### config.mk
export PLATFORM = sky130hd
export DESIGN_NAME = scan_capture_8seg_flat
export DESIGN_NICKNAME = d
export VERILOG_FILES = /design/src/rtl/scan_capture_8seg_if.sv /design/src/rtl/scan_capture_8seg.sv /design/src/flat_wrapper.sv
export SDC_FILE = /design/constraint.sdc
export NUM_CORES = 1
export LEC_CHECK = 0
export BUFFER_PORTS_ARGS = -buffer_cell sky130_fd_sc_hd__buf_2
export CORE_MARGIN = 10
export CORE_UTILIZATION = 25
export DETAILED_ROUTE_END_ITERATION = 7
export GPL_ROUTABILITY_DRIVEN = 0
export SYNTH_ARGS = -nofsm -noshare
export SYNTH_HDL_FRONTEND = slang
export SYNTH_SLANG_ARGS = --single-unit
### constraint.sdc
create_clock -name clk -period 2.35 [get_ports clk]
set_input_delay 0.47 -clock clk [delete_from_list [all_inputs] [get_ports clk]]
set_output_delay 0.47 -clock clk [all_outputs]
set_load 0.02 [all_outputs]
### src/rtl/scan_capture_8seg_if.sv
// Display-bus snoop interface: pin inputs, event outputs and register-file read port.
interface scan_capture_8seg_if #(
  parameter int unsigned DIGITS = 4
) ();
  localparam int unsigned IdxW = (DIGITS > 1) ? $clog2(DIGITS) : 1;

  logic [DIGITS-1:0] sel;
  logic [7:0]        leds;
  logic              clear;
  logic              valid;
  logic              err;
  logic [IdxW-1:0]   digit_idx;
  logic [3:0]        tetrade;
  logic              dot;
  logic [IdxW-1:0]   rd_idx;
  logic              rd_known;
  logic [3:0]        rd_tetrade;
  logic              rd_dot;

  modport master (
    output sel, leds, clear, rd_idx,
    input  valid, err, digit_idx, tetrade, dot, rd_known, rd_tetrade, rd_dot
  );

  modport slave (
    input  sel, leds, clear, rd_idx,
    output valid, err, digit_idx, tetrade, dot, rd_known, rd_tetrade, rd_dot
  );
endinterface

### src/rtl/scan_capture_8seg.sv
// Multiplexed 8-segment bus capture: synchronize, debounce each sel/leds pair,
// decode the segment pattern back to a nibble and store it per digit.
module scan_capture_8seg #(
  parameter int unsigned DIGITS = 4,
  parameter int unsigned STABLE = 4
) (
  input logic               clk,
  input logic               rst_n,
  scan_capture_8seg_if.slave bus
);
  localparam int unsigned IdxW = (DIGITS > 1) ? $clog2(DIGITS) : 1;
  localparam int unsigned CntW = $clog2(STABLE);
  localparam int unsigned HW   = DIGITS + 8;
  localparam logic [CntW-1:0] CntMax = CntW'(STABLE - 1);
  localparam logic [CntW-1:0] CntPre = CntW'(STABLE - 2);

  logic [HW-1:0]     r_s1, r_s2, r_h;
  logic [CntW-1:0]   r_c;
  logic              r_valid, r_err, r_dot;
  logic [IdxW-1:0]   r_idx;
  logic [3:0]        r_tet;
  logic [DIGITS-1:0] r_known;
  logic [3:0]        r_ent_tet [DIGITS];
  logic [DIGITS-1:0] r_ent_dot;

  logic [DIGITS-1:0] w_sel;
  logic [6:0]        w_seg;
  logic              w_dp;
  logic              w_commit, w_multi, w_blank, w_hit, w_store, w_valid_ev, w_err_ev;
  logic [3:0]        w_nib;
  logic [IdxW-1:0]   w_low_idx;

  assign w_sel    = r_h[HW-1:8];
  assign w_seg    = r_h[6:0];
  assign w_dp     = r_h[7];
  // Fires only on the c: STABLE-2 -> STABLE-1 transition, so once per episode.
  assign w_commit = (r_s2 == r_h) && (r_c == CntPre);
  assign w_multi  = (w_sel & (w_sel - DIGITS'(1))) != '0;
  assign w_blank  = (w_seg == 7'b0000000);

  assign w_store    = w_commit && (w_sel != '0) && !w_multi && (w_blank || w_hit);
  assign w_valid_ev = w_commit && (w_sel != '0) && !w_multi && !w_blank && w_hit;
  assign w_err_ev   = w_commit && (w_sel != '0) && (w_multi || (!w_blank && !w_hit));

  // Lowest set select bit gives the digit index (also used for multi-hot errors).
  always_comb begin
    w_low_idx = '0;
    for (int i = DIGITS - 1; i >= 0; i--) begin
      if (w_sel[i]) w_low_idx = IdxW'(i);
    end
  end

  // Segment pattern (gfedcba) back to hex nibble.
  always_comb begin
    w_hit = 1'b1;
    w_nib = 4'h0;
    case (w_seg)
      7'b0111111: w_nib = 4'h0;
      7'b0000110: w_nib = 4'h1;
      7'b1011011: w_nib = 4'h2;
      7'b1001111: w_nib = 4'h3;
      7'b1100110: w_nib = 4'h4;
      7'b1101101: w_nib = 4'h5;
      7'b1111101: w_nib = 4'h6;
      7'b0000111: w_nib = 4'h7;
      7'b1111111: w_nib = 4'h8;
      7'b1101111: w_nib = 4'h9;
      7'b1110111: w_nib = 4'hA;
      7'b1111100: w_nib = 4'hB;
      7'b0111001: w_nib = 4'hC;
      7'b1011110: w_nib = 4'hD;
      7'b1111001: w_nib = 4'hE;
      7'b1110001: w_nib = 4'hF;
      default:    w_hit = 1'b0;
    endcase
  end

  // Two-flop synchronizer, hold register and saturating stability counter.
  always_ff @(posedge clk or negedge rst_n) begin
    if (!rst_n) begin
      r_s1 <= '0;
      r_s2 <= '0;
      r_h  <= '0;
      r_c  <= '0;
    end else begin
      r_s1 <= {bus.sel, bus.leds};
      r_s2 <= r_s1;
      if (r_s2 != r_h) begin
        r_h <= r_s2;
        r_c <= '0;
      end else if (r_c < CntMax) begin
        r_c <= r_c + CntW'(1);
      end
    end
  end

  // Event pulses; digit_idx follows valid and err, nibble/dot follow valid only.
  always_ff @(posedge clk or negedge rst_n) begin
    if (!rst_n) begin
      r_valid <= 1'b0;
      r_err   <= 1'b0;
      r_idx   <= '0;
      r_tet   <= 4'h0;
      r_dot   <= 1'b0;
    end else begin
      r_valid <= w_valid_ev;
      r_err   <= w_err_ev;
      if (w_valid_ev || w_err_ev) r_idx <= w_low_idx;
      if (w_valid_ev) begin
        r_tet <= w_nib;
        r_dot <= w_dp;
      end
    end
  end

  // Register file; a store on the clear edge wins for its own entry.
  always_ff @(posedge clk or negedge rst_n) begin
    if (!rst_n) begin
      r_known   <= '0;
      r_ent_dot <= '0;
      for (int i = 0; i < DIGITS; i++) r_ent_tet[i] <= 4'h0;
    end else begin
      if (bus.clear) r_known <= '0;
      if (w_store) begin
        r_known[w_low_idx]   <= w_hit;
        r_ent_tet[w_low_idx] <= w_hit ? w_nib : 4'h0;
        r_ent_dot[w_low_idx] <= w_hit & w_dp;
      end
    end
  end

  assign bus.valid      = r_valid;
  assign bus.err        = r_err;
  assign bus.digit_idx  = r_idx;
  assign bus.tetrade    = r_tet;
  assign bus.dot        = r_dot;
  assign bus.rd_known   = r_known[bus.rd_idx];
  assign bus.rd_tetrade = r_ent_tet[bus.rd_idx];
  assign bus.rd_dot     = r_ent_dot[bus.rd_idx];
endmodule

### src/flat_wrapper.sv
// flat-port wrapper written by rule: the top's interface ports become plain ports
module scan_capture_8seg_flat 
#(
  parameter int unsigned DIGITS = 4,
  parameter int unsigned STABLE = 4
)
  (clk, rst_n, bus_sel, bus_leds, bus_clear, bus_rd_idx, bus_valid, bus_err, bus_digit_idx, bus_tetrade, bus_dot, bus_rd_known, bus_rd_tetrade, bus_rd_dot);
  scan_capture_8seg_if #(.DIGITS(DIGITS)) bus_i ();
  input logic clk;
  input logic rst_n;
  input wire logic [$bits(bus_i.sel)-1:0] bus_sel;
  input wire logic [$bits(bus_i.leds)-1:0] bus_leds;
  input wire logic [$bits(bus_i.clear)-1:0] bus_clear;
  input wire logic [$bits(bus_i.rd_idx)-1:0] bus_rd_idx;
  output wire logic [$bits(bus_i.valid)-1:0] bus_valid;
  output wire logic [$bits(bus_i.err)-1:0] bus_err;
  output wire logic [$bits(bus_i.digit_idx)-1:0] bus_digit_idx;
  output wire logic [$bits(bus_i.tetrade)-1:0] bus_tetrade;
  output wire logic [$bits(bus_i.dot)-1:0] bus_dot;
  output wire logic [$bits(bus_i.rd_known)-1:0] bus_rd_known;
  output wire logic [$bits(bus_i.rd_tetrade)-1:0] bus_rd_tetrade;
  output wire logic [$bits(bus_i.rd_dot)-1:0] bus_rd_dot;
  assign bus_i.sel = bus_sel;
  assign bus_i.leds = bus_leds;
  assign bus_i.clear = bus_clear;
  assign bus_i.rd_idx = bus_rd_idx;
  assign bus_valid = bus_i.valid;
  assign bus_err = bus_i.err;
  assign bus_digit_idx = bus_i.digit_idx;
  assign bus_tetrade = bus_i.tetrade;
  assign bus_dot = bus_i.dot;
  assign bus_rd_known = bus_i.rd_known;
  assign bus_rd_tetrade = bus_i.rd_tetrade;
  assign bus_rd_dot = bus_i.rd_dot;
  scan_capture_8seg #(.DIGITS(DIGITS), .STABLE(STABLE)) u_core (.clk(clk), .rst_n(rst_n), .bus(bus_i));
endmodule
# Word level (Yosys, flattened, before mapping)
# Cells that the tools add are included.
[op_classes]
add_sub_neg = 2
order_cmp = 7
n_eq_ne = 19
muxes = 25
bitwise = 4
reduce_logical = 21
[op_table]
columns = ["op", "count"]
rows = [
  ["$eq 7x7->1 const B", 12],
  ["$pmux 4 s15", 1],
  ["$mux 4", 6],
  ["$bwmux 16", 1],
  ["$reduce_or 16->1", 1],
  ["$eq 7x3->1 const B", 2],
  ["$eq 7x6->1 const B", 2],
  ["$eq 12x12->1", 1],
  ["$mux 2", 6],
  ["$ne 12x12->1", 1],
  ["$logic_and 1x1->1", 10],
  ["$bmux 4 s2", 1],
  ["$bwmux 4", 2],
  ["$demux 4 s2", 1],
  ["$reduce_bool 4->1", 2],
  ["$logic_not 7->1", 1],
  ["$ge 3x3->1 const B", 2],
  ["$lt 2x3->1 const B", 2],
  ["$not 2->3", 2],
  ["$and 4x4->4", 1],
  ["$bmux 1 s2", 2],
  ["$mux 1", 4],
  ["$sub 4x1->4 const B", 1],
  ["$logic_not 1->1", 3],
  ["other kinds (9)", 11],
]
[word_totals]
regBits = 71
out_inout_bits = 15

# Longest topological paths before layout
[depth]
depth_word = 10
mapped_depth = 8
depth_no_buf = 7

# Worst setup path after synthesis
# OpenSTA, ideal clock, no wires.
[synth_timing]
kind = "register to register"
from = "register u_core.r_h[4]"
to = "register u_core.r_ent_tet[1] (netlist bit)"
setup_time_ns = 0.128
arrival_ns = 2.083
required_time_ns = 2.222
slack_ns = 0.140
path_stages_with_launch = 8
cell_sequence = "dfrtp_1 buf_6 xor2_2 nor4_4 nor4b_4 nand4b_2 a21oi_2 mux2_1"
[synth_via]
elab_chain_cells = 5
elab_cells_between_ends = 28
classes_between = "eq/ne: 17; mux: 4; reduce/logical: 7"
[synth_rtl]
columns = ["item", "line_no", "source"]
rows = [
  ["start: declaration", "scan_capture_8seg.sv:17", "logic [HW-1:0] r_s1, r_s2, r_h;"],
  ["start signal: assignment", "scan_capture_8seg.sv:89", "r_h <= r_s2;"],
  ["$eq 7x6->1, or another cell as far along", "scan_capture_8seg.sv:57", "case (w_seg)"],
  ["$reduce_or 16->1 (no line) / $logic_and 1x1->1 (equally long branches)", "--", ""],
  ["$mux 1 / $logic_and 1x1->1 (equally long branches)", "scan_capture_8seg.sv:57, scan_capture_8seg.sv:41", ""],
  ["$mux 4, or another cell as far along", "scan_capture_8seg.sv:126", "r_ent_tet[w_low_idx] <= w_hit ? w_nib : 4'h0;"],
  ["$bwmux 16 / $logic_and 1x1->1 (equally long branches)", "scan_capture_8seg.sv:126, scan_capture_8seg.sv:41", ""],
  ["end signal: indexed assignment", "scan_capture_8seg.sv:126", ""],
  ["end: declaration", "scan_capture_8seg.sv:23", "logic [3:0] r_ent_tet [DIGITS];"],
]
# Parallel ways exist; a longest one is shown, timed or not.
# A chain may end at the register's enable or synchronous reset.

# Worst setup path after layout
[layout_timing]
from = "register u_core.r_h[4]"
to = "register u_core.r_ent_tet[9] (netlist bit)"
# The elaborated chain is that of the path after synthesis.

==> run_results.csv <==
group,metric,value,unit
run_status,status,"complete, no violations",
worst_hold_path,hp-class,"in -> async",
clocking,clk_pin_slew_worst_paths,0.06,ns
route,firstDrtPassIters,4,
power,leakagePower,1.73,nW
synth,syn_area,3150,sq um
route,avgViaCountPerCell,4.43,
worst_setup_path,critical_path_class,"reg -> reg",
power,vdd_drop_max,273,uV
power,intPower,2.07,mW
route,postRouteAntennaNets,0,
route,vias,2104,
global_route,grt_max_degree,49,
clocking,clock-sinks,71,
floorplan,dieArea,17500,sq um
synth,ys_types,50,
route,wl_per_cell,14.1,um
placement,place_area,3560,sq um
cells_and_area,syn2layout_area_growth,23.2,%
power,clkPwrFrac,46.4,%
clocking,cts-buffers-inserted,9,
clocking,cts_buffer_depth,2,
worst_setup_path,cp-start-kind,"register",
route,drc,0,
power,pwr-share-seq,47.5,%
synth,postSynthAreaPerCell,11.9,sq um
worst_setup_path,cp.required,2.56,ns
floorplan,num_io_pins,32,
floorplan,chipHeight,132,um
timing,hold_violations,0,
placement,pre_cts_slack,-0.00335,ns
clocking,cts_max_level,3,
flow_run,max_cap_viol_count,0,
cells_and_area,n_fill_cell,1223,
global_route,grt_use_total,7.92,%
synth,synthArstFlopShare,100,%
synth,synth_edf_count,0,
power,switching_share,23.3,%
timing,setup_slack,0.107,ns
worst_setup_path,crit_fanout,11,
timing,maxSlewHeadroom,55.5,%
timing,slew_violations,0,
clocking,cts_tree,"done",
route,drt_iter0_markers,118,
synth,yosysWarnings,0,
power,switchingPower,0.630,mW
cells_and_area,diodes,0,
synth,synth_top_cells_by_area,"dfrtp_1, mux4_2, o21ai_0",
global_route,grt_pass1_wl,11300,um
clocking,cts-root-buf,"clkbuf_16",
cells_and_area,drive_above_1_share,32.2,%
synth,synth-seq-cells,71,
cells_and_area,fin_area,3880,sq um
timing,finalHoldWorstSlack,0.137,ns
timing,fin_crit,2.24,ns
route,routed_wl,6680,um
synth,synth_area_leader_cell,"dfrtp_1",
placement,io_buffers,31,
timing,clock-skew-final,0.0101,ns
cells_and_area,fin_nets,321,
floorplan,dieWidth,132,um
clocking,clk_latency,0.33,ns
floorplan,rows,40,
global_route,grt_pass1_vias,2215,
synth,synth_top_area_share,56.4,%
timing,min_period_over_period,95.4,%
global_route,gr-total-overflow,0,
synth,synthFlopType,"dfrtp_1",
power,combPwrFrac,6.2,%
placement,dpl.hpwl,4980,um
worst_setup_path,cp.arrival,2.45,ns
timing,fmax,446,MHz
synth,seq_area_frac_synth,56.4,%
floorplan,start_util,25.9,%
timing,worst_pin_slew,0.659,ns
power,powerDensity,695,nW/um^2
global_route,grt_antenna_before_repair,0,
worst_setup_path,end_kind,"register",
timing,rsz0062_at_grt,"true",
timing,setup_viol,0,
worst_setup_path,rr_worst_depth,7,
synth,syn-instance-count,265,
synth,synth_nets,284,
floorplan,core_area,12200,sq um
## cell usage in the layout (no fill, tap or decap), types with 3 or more instances in the layout
cell type / count
dfrtp_1: 70
buf_2: 31
o21ai_0: 21
buf_4: 20
nand2_1: 15
nor2_1: 10
clkbuf_16: 9
inv_1: 8
xnor2_1: 8
a21oi_1: 7
o22a_1: 7
nor2b_1: 6
nor3_1: 6
mux4_2: 6
mux2_2: 6
nand2b_1: 5
o22ai_1: 5
nand4_1: 4
xor2_1: 4
nand3_1: 4
and2_1: 3
a21o_1: 3
## cell families after synthesis
group / count (synthesis) / share of synthesized area (%)
compound gates: 61 / 13.3
fa+ha+maj: 3 / 1.11
flops: 71 / 56.4
buf+inv: 34 / 4.68
mux: 14 / 7.15
xor+xnor: 13 / 3.85
simple gates: 69 / 13.5
## flip-flops by register name, indices dropped and copies added (netlist names)
register              cells
u_core.r_ent_tet         16
u_core.r_h               12
u_core.r_s1              12
u_core.r_s2              12
u_core.bus.tetrade        4
u_core.r_ent_dot          4
u_core.r_known            4
u_core.bus.digit_idx      2
u_core.r_c                2
u_core.bus.dot            1
u_core.bus.err            1
u_core.bus.valid          1
## power by group through the flow
stage          Clock [mW]  Combinational, mW  Sequential (mW)
6_report             1.25              0.166             1.28
5_1_grt              1.35              0.186             1.29
4_1_cts              1.30              0.167             1.28
3_5_place_dp            0              0.165             1.30
3_3_place_gp            0              0.164             1.30
2_1_floorplan           0              0.112             1.29
## routing by layer
metal | part of all wire [%] | global-route usage (%)
met2 | 45 | 12.1
met3 | 5.3 | 3.01
met1 | 48 | 10.0
met5 | 0 | 0
met4 | 1.1 | 2.63
## final timing paths
path | from | endpoint | slack [ns]
max | u_core.r_h[4] | u_core.r_ent_tet[9] | 0.11
min | rst_n | u_core.bus.err | 0.14
max reg2reg | u_core.r_h[4] | u_core.r_ent_tet[9] | 0.11
min reg2reg | u_core.r_s1[8] | u_core.r_s2[8] | 0.34
max in group asynchronous | rst_n | u_core.r_s2[9] | 1.57
min in group clk | bus_sel[3] | u_core.r_s1[11] | 0.24
## through the flow
| stage | total power, mW | instances | util (%) | setup TNS, ns |
|---|---|---|---|---|
| finish | 2.70 | 475 | 31.9 | 0 |
| global route | 2.82 | 475 | 31.9 | 0 |
| CTS | 2.75 | 475 | 31.7 | 0 |
| detailed placement | 1.47 | 458 | 29.3 | -0.00335 |
| global placement | 1.47 | 458 | 29.3 | 0 |
| floorplan | 1.40 | 265 | - | 0 |
## synthesized netlist by cell type, drive strengths merged, types with 2 or more instances
library cell and number:
nor2 10, mux2 8, nor3 6, nand4 4, ha 2, nand2b 5
dfrtp 71, nor4b 2, o31ai 3, and2 4, o22a 8, xor2 5
mux4 6, o41ai 2, nand2 15, a21o 3, nor4 2, o22ai 5
xnor2 8, inv 8, nand3 5, buf 11, nor2b 6, or4bb 2
or2 2, a21oi 11, clkbuf 15, o21ai 21, nand4b 2
## worst max-delay path, stage by stage, from the launching register on
cell,delay (ns)
dfrtp_2,0.48
xor2_2,0.21
nor4_4,0.32
nor4b_4,0.23
buf_4,0.18
nand4b_2,0.17
a21oi_4,0.19
mux2_1,0.33
## final cells by class
type / count / area (sq um) / share of cell area (%)
Sequential cell: 71 / 1780 / 45.8
Multi-Input combinational cell: 160 / 1260 / 32.4
Timing Repair Buffer: 52 / 325 / 8.38
Clock buffer: 10 / 239 / 6.16
Tap cell: 168 / 210 / 5.41
Clock inverter: 6 / 43.8 / 1.13
Inverter: 8 / 30.0 / 0.773
## timing repair
item | CTS | global route
setup buffers | 1 | 0
endpoints found under the setup margin | 6 | 23
hold buffers | 0 | 0
gates resized for setup | 1 | 7
No activity file was read; power rests on OpenSTA's default activity.
